==> config.mk <==
export PLATFORM = sky130hd
export DESIGN_NAME = seq_restoring_divider
export DESIGN_NICKNAME = d
export VERILOG_FILES = /design/src/rtl/seq_restoring_divider.sv
export SDC_FILE = /design/constraint.sdc
export NUM_CORES = 1
export LEC_CHECK = 0
export ABC_AREA = 1
export BUFFER_PORTS_ARGS = -buffer_cell sky130_fd_sc_hd__buf_2
export CORE_UTILIZATION = 35
export DETAILED_ROUTE_END_ITERATION = 7
export GPL_TIMING_DRIVEN = 0
export PLACE_DENSITY = 0.65
export SYNTH_ARGS = -nofsm -noshare
export SYNTH_HDL_FRONTEND = slang
export SYNTH_SLANG_ARGS = --single-unit
==> constraint.sdc <==
create_clock -name clk -period 2.1 [get_ports clk]
set_clock_uncertainty 0.2 [all_clocks]
set_input_delay 0 -clock clk [delete_from_list [all_inputs] [get_ports clk]]
set_output_delay 0 -clock clk [all_outputs]
set_load 0.02 [all_outputs]
==> src/rtl/seq_restoring_divider.sv <==
// seq_restoring_divider: iterative restoring divider, one quotient bit per clock
//   clk, rst           clock, asynchronous active-high reset
//   in_valid/in_ready  operand handshake (dividend, divisor; unsigned)
//   out_valid/out_ready result handshake (quotient, remainder, div_by_zero)
//   busy               high whenever the FSM is not idle
module seq_restoring_divider #(
   parameter int DIVIDEND_W = 8,
   parameter int DIVISOR_W  = 4
) (
   input  logic                  clk,
   input  logic                  rst,
   input  logic                  in_valid,
   output logic                  in_ready,
   input  logic [DIVIDEND_W-1:0] dividend,
   input  logic [DIVISOR_W-1:0]  divisor,
   output logic                  out_valid,
   input  logic                  out_ready,
   output logic [DIVIDEND_W-1:0] quotient,
   output logic [DIVISOR_W-1:0]  remainder,
   output logic                  div_by_zero,
   output logic                  busy
);
   localparam int CW = DIVIDEND_W > 1 ? $clog2(DIVIDEND_W) : 1;
   typedef enum logic [1:0] {IDLE, CALC, DONE} state_t;
   state_t state, state_next;
   logic [DIVIDEND_W-1:0] q;
   logic [DIVISOR_W-1:0] d, r, diff;
   logic [DIVISOR_W:0] t;
   logic [CW-1:0] cnt;
   logic dbz, ge, accept;
   assign accept = state == IDLE && in_valid;
   assign t = {r, q[DIVIDEND_W-1]};
   assign ge = t >= {1'b0, d};
   // r < d always holds after a step, so the difference fits in DIVISOR_W bits
   // and the dropped carry bit of t is irrelevant modulo 2^DIVISOR_W
   assign diff = t[DIVISOR_W-1:0] - d;
   assign in_ready = state == IDLE;
   assign out_valid = state == DONE;
   assign busy = state != IDLE;
   assign quotient = q;
   assign remainder = r;
   assign div_by_zero = dbz;
   always_ff @(posedge clk or posedge rst) begin
      if (rst) state <= IDLE;
      else state <= state_next;
   end
   always_comb begin
      state_next = state;
      if (accept) state_next = divisor == '0 ? DONE : CALC;
      else if (state == CALC && cnt == '0) state_next = DONE;
      else if (state == DONE && out_ready) state_next = IDLE;
   end
   always_ff @(posedge clk or posedge rst) begin
      if (rst) begin
         q   <= '0;
         d   <= '0;
         r   <= '0;
         cnt <= '0;
         dbz <= 1'b0;
      end else if (accept) begin
         d   <= divisor;
         r   <= '0;
         cnt <= CW'(DIVIDEND_W - 1);
         dbz <= divisor == '0;
         q   <= divisor == '0 ? '1 : dividend;
      end else if (state == CALC) begin
         q <= {q[DIVIDEND_W-2:0], ge};
         r <= ge ? diff : t[DIVISOR_W-1:0];
         if (cnt != '0) cnt <= cnt - CW'(1);
      end
   end
endmodule

==> flow_metrics.py <==
metrics = {
    "synthesis": {
        "syn_nets": 175,
        "ys_types": 22,
        "yosysSeqAreaShare_pct": 44.44,
        "netlist_instances": 152,
        "synth_top_area_share_pct": 44.44,
        "synthMuxAreaShare_pct": 0,
        "synthSimpleGateAreaFrac_pct": 27.17,
        "ys_warn_count": 0,
        "synth_compound_gate_area_share_pct": 10.51,
        "yosys-top-cells-area": "dfrtp_1 44%, nand2_1 12%, ha_1 6.1%, nand3_1 5.7%, inv_1 5.5%",
        "yosysTopAreaCell": "dfrtp_1",
        "synthesis.area_sq_um": 1239,
        "avgSynthCellArea_sq_um": 8.149,
        "synth_seq_cells": 22,
        "synth_top_family_by_area": "simple AND/OR/NAND/NOR gates",
        "synthAdderAreaFrac_pct": 7.677,
        "synthXorXnorAreaFrac_pct": 0.7071,
    },
    "die": {
        "die_h_um": 61.49,
        "rows": 21,
        "initial_core_util_pct": 36.83,
        "fp.coreArea_sq_um": 3363,
        "fp.dieW_um": 61.49,
        "fp.dieArea_sq_um": 3781,
        "io_pins": 32,
    },
    "power_and_ir_drop": {
        "vdd_drop_max_mv": 0.9119,
        "pwr-share-seq_pct": 29.2,
        "clock_power_share_pct": 7.1,
        "p_leak_nw": 0.9257,
        "internal_power_mw": 1.437,
        "p_switching_mw": 1.321,
        "switching_share_pct": 47.91,
        "p_comb_share_pct": 63.7,
        "p_per_area_nw_per_um2": 1595,
        "total_power_mw": 2.758,
    },
    "drt": {
        "top_layer": "met4",
        "wl_mm": 2.992,
        "vias": 1181,
        "m1WireLength_mm": 1.420,
        "routed-wl-met2_mm": 1.442,
        "drt_iter0_drc": 44,
        "drc_errors": 0,
        "dr_wl_met3_um": 104,
        "drtPass1Iterations": 4,
        "detail-route-antenna-nets": 0,
        "avgRoutedWirePerCell_um": 11.60,
        "viasPerCell": 4.578,
    },
    "finish": {
        "drive_gt1_share_pct": 22.64,
        "fillers": 346,
        "final_area_sq_um": 1729,
        "area_growth_pct": 39.60,
        "nNetsFinal": 237,
        "fin_cells": 258,
        "diodes": 0,
    },
    "worst_setup_path": {
        "reg2reg_to": "state[1]",
        "worstSetupPathType": "flip-flop to flip-flop",
        "rr_worst_depth": 6,
        "critPathMaxFanout": 10,
        "ff2ff_setup_slack_ns": 0.11,
        "critPathLaunchType": "flip-flop",
        "cp.arrival_ns": 2.04,
        "required_ns": 2.15,
        "end_kind": "flip-flop",
        "reg2reg_from": "state[1]",
    },
    "sta": {
        "rsz0062_at_grt": "no",
        "post-route-period-util_pct": 94.59,
        "period_minus_slack_ns": 1.986,
        "worst_pin_slew_ns": 0.8692,
        "relSlewSlack_pct": 41.99,
        "setup_viol": 0,
        "whs_ns": 0.2019,
        "max_freq_mhz": 503.4,
        "final-max-slew-violation-count": 0,
        "finalHoldViolCount": 0,
        "setup_tns_ns": 0,
    },
    "placement": {
        "portBuffers": 31,
        "dp.cells": 229,
        "gp_congestion": 0.8250,
        "hpwl_mm": 1.960,
        "dpl-instance-area_sq_um": 1451,
    },
    "global_routing": {
        "grt_pass1_vias": 1083,
        "grt.overflow.total": 0,
        "grt_util_all_layers_pct": 18.05,
        "grt_max_degree": 23,
        "grt_pass1_wl_mm": 4.954,
        "antenna_found_initial": 0,
    },
    "clock_tree": {
        "clock_sinks": 22,
        "cts_tree": "built",
        "clock-root-buffer": "clkbuf_4",
        "clk_latency_ns": 0.30,
        "numCtsBuffers": 3,
        "clk_pin_slew_ns": 0.12,
        "postCtsResizedCells": 0,
        "cts_buffer_depth": 2,
        "htree_levels": 1,
    },
    "status": {
        "outcome": "finished clean",
    },
    "worst_hold_path": {
        "hold_class": "input port to async pin",
    },
    "job": {
        "cap_violations": 0,
    },
}
Yosys cell counts:
cell      count
nand2_1      39
nor2_1       10
nand3b_1      1
or2_0         1
o21a_1        1
o22ai_1       2
buf_6         2
xor2_1        1
dfrtp_1      22
or2_1         2
nand3_1      14
o21ai_0       8
nand2_4       3
nor2_4        2
a21oi_1       9
inv_1        18
inv_2         2
fa_1          1
o21ai_1       5
ha_1          6
buf_4         1
inv_4         2
sequential cells by signal (all words and copies together) (netlist names):
signal and cells:
cnt 3, d 4, div_by_zero 1, quotient 8, remainder 4, state 2
placed cells by master (no fill, tap or decap):
| master | synthesis | final |
|---|---|---|
| nand2_4 | 3 | 3 |
| nor2_1 | 10 | 10 |
| buf_6 | 2 | 2 |
| o22ai_1 | 2 | 2 |
| inv_1 | 18 | 18 |
| clkbuf_4 | 0 | 3 |
| buf_4 | 1 | 3 |
| xor2_1 | 1 | 1 |
| nand3b_1 | 1 | 1 |
| or2_1 | 2 | 2 |
| o21ai_1 | 5 | 5 |
| dlygate4sd3_1 | 0 | 24 |
| inv_2 | 2 | 2 |
| nor2_4 | 2 | 2 |
| buf_2 | 0 | 31 |
| nand3_1 | 14 | 14 |
| o21ai_0 | 8 | 8 |
| fa_1 | 1 | 1 |
| o21a_1 | 1 | 1 |
| a21oi_1 | 9 | 9 |
| inv_4 | 2 | 2 |
| or2_0 | 1 | 1 |
| dfrtp_1 | 22 | 22 |
| nand2_1 | 39 | 39 |
| ha_1 | 6 | 6 |
worst max-delay path by stage:
stage                       startpoint            to  slack [ns]  cells past startpoint
after floorplan            quotient[7]  remainder[2]        0.39                      7
after global placement    remainder[1]  remainder[2]        0.29                      8
after global routing          state[1]   quotient[1]        0.01                      7
after CTS                     state[1]   quotient[1]        0.02                      8
final                         state[1]      state[1]        0.11                      6
after detailed placement  remainder[1]  remainder[2]        0.28                      8
worst max-delay path: stages (launching register included):
cell	delay (ns)
dfrtp_1	0.47
nor2_4	0.17
nand2_4	0.09
buf_6	0.15
or2_1	0.24
nand2_1	0.07
dlygate4sd3_1	0.54
area by class of cell:
type	instances	area, sq um	area share [%]
Sequential cell	22	550.5	31.84
Multi-Input combinational cell	105	570.5	33.00
Tap cell	46	57.56	3.329
Buffer	3	30.03	1.737
Timing Repair Buffer	57	410.4	23.73
Inverter	22	87.58	5.065
Clock buffer	3	22.52	1.302
metrics by stage:
stage / setup WS (ns) / utilization, %
after global placement: 0.2880 / 43.15
after detailed placement: 0.2815 / 43.15
after CTS: 0.01559 / 50.97
final: 0.1135 / 51.41
after floorplan: 0.3861 / -
after global routing: 0.01479 / 51.41
power groups by stage:
| stage | sequential (mW) | clock, mW | combinational (mW) |
|---|---|---|---|
| final | 0.805 | 0.195 | 1.76 |
| after global routing | 0.830 | 0.218 | 2.00 |
| after CTS | 0.802 | 0.205 | 1.73 |
| after detailed placement | 0.806 | 0 | 1.60 |
| after global placement | 0.810 | 0 | 1.58 |
| after floorplan | 0.933 | 0 | 1.06 |
metal layers:
layer  GRT usage, %  up-vias
met2          29.34       28
met5              0        -
li1               -      603
met3          3.992        2
met4          3.810        0
met1          24.74      548
kinds of logic (layout without fill, tap and decap cells):
group | Yosys count | after routing
and+or+nand+nor | 72 | 72
AOI/OAI and AO/OA | 25 | 25
buffers and inverters | 25 | 85
DFF | 22 | 22
adders and majority gates | 7 | 7
xor gates and xnor gates | 1 | 1
what timing repair did:
action,CTS,global route
buffers inserted,0,2
hold buffers,24,0
setup endpoints to repair,0,1
endpoints found under the hold margin,39,0
(Power assumes the default switching activity.)
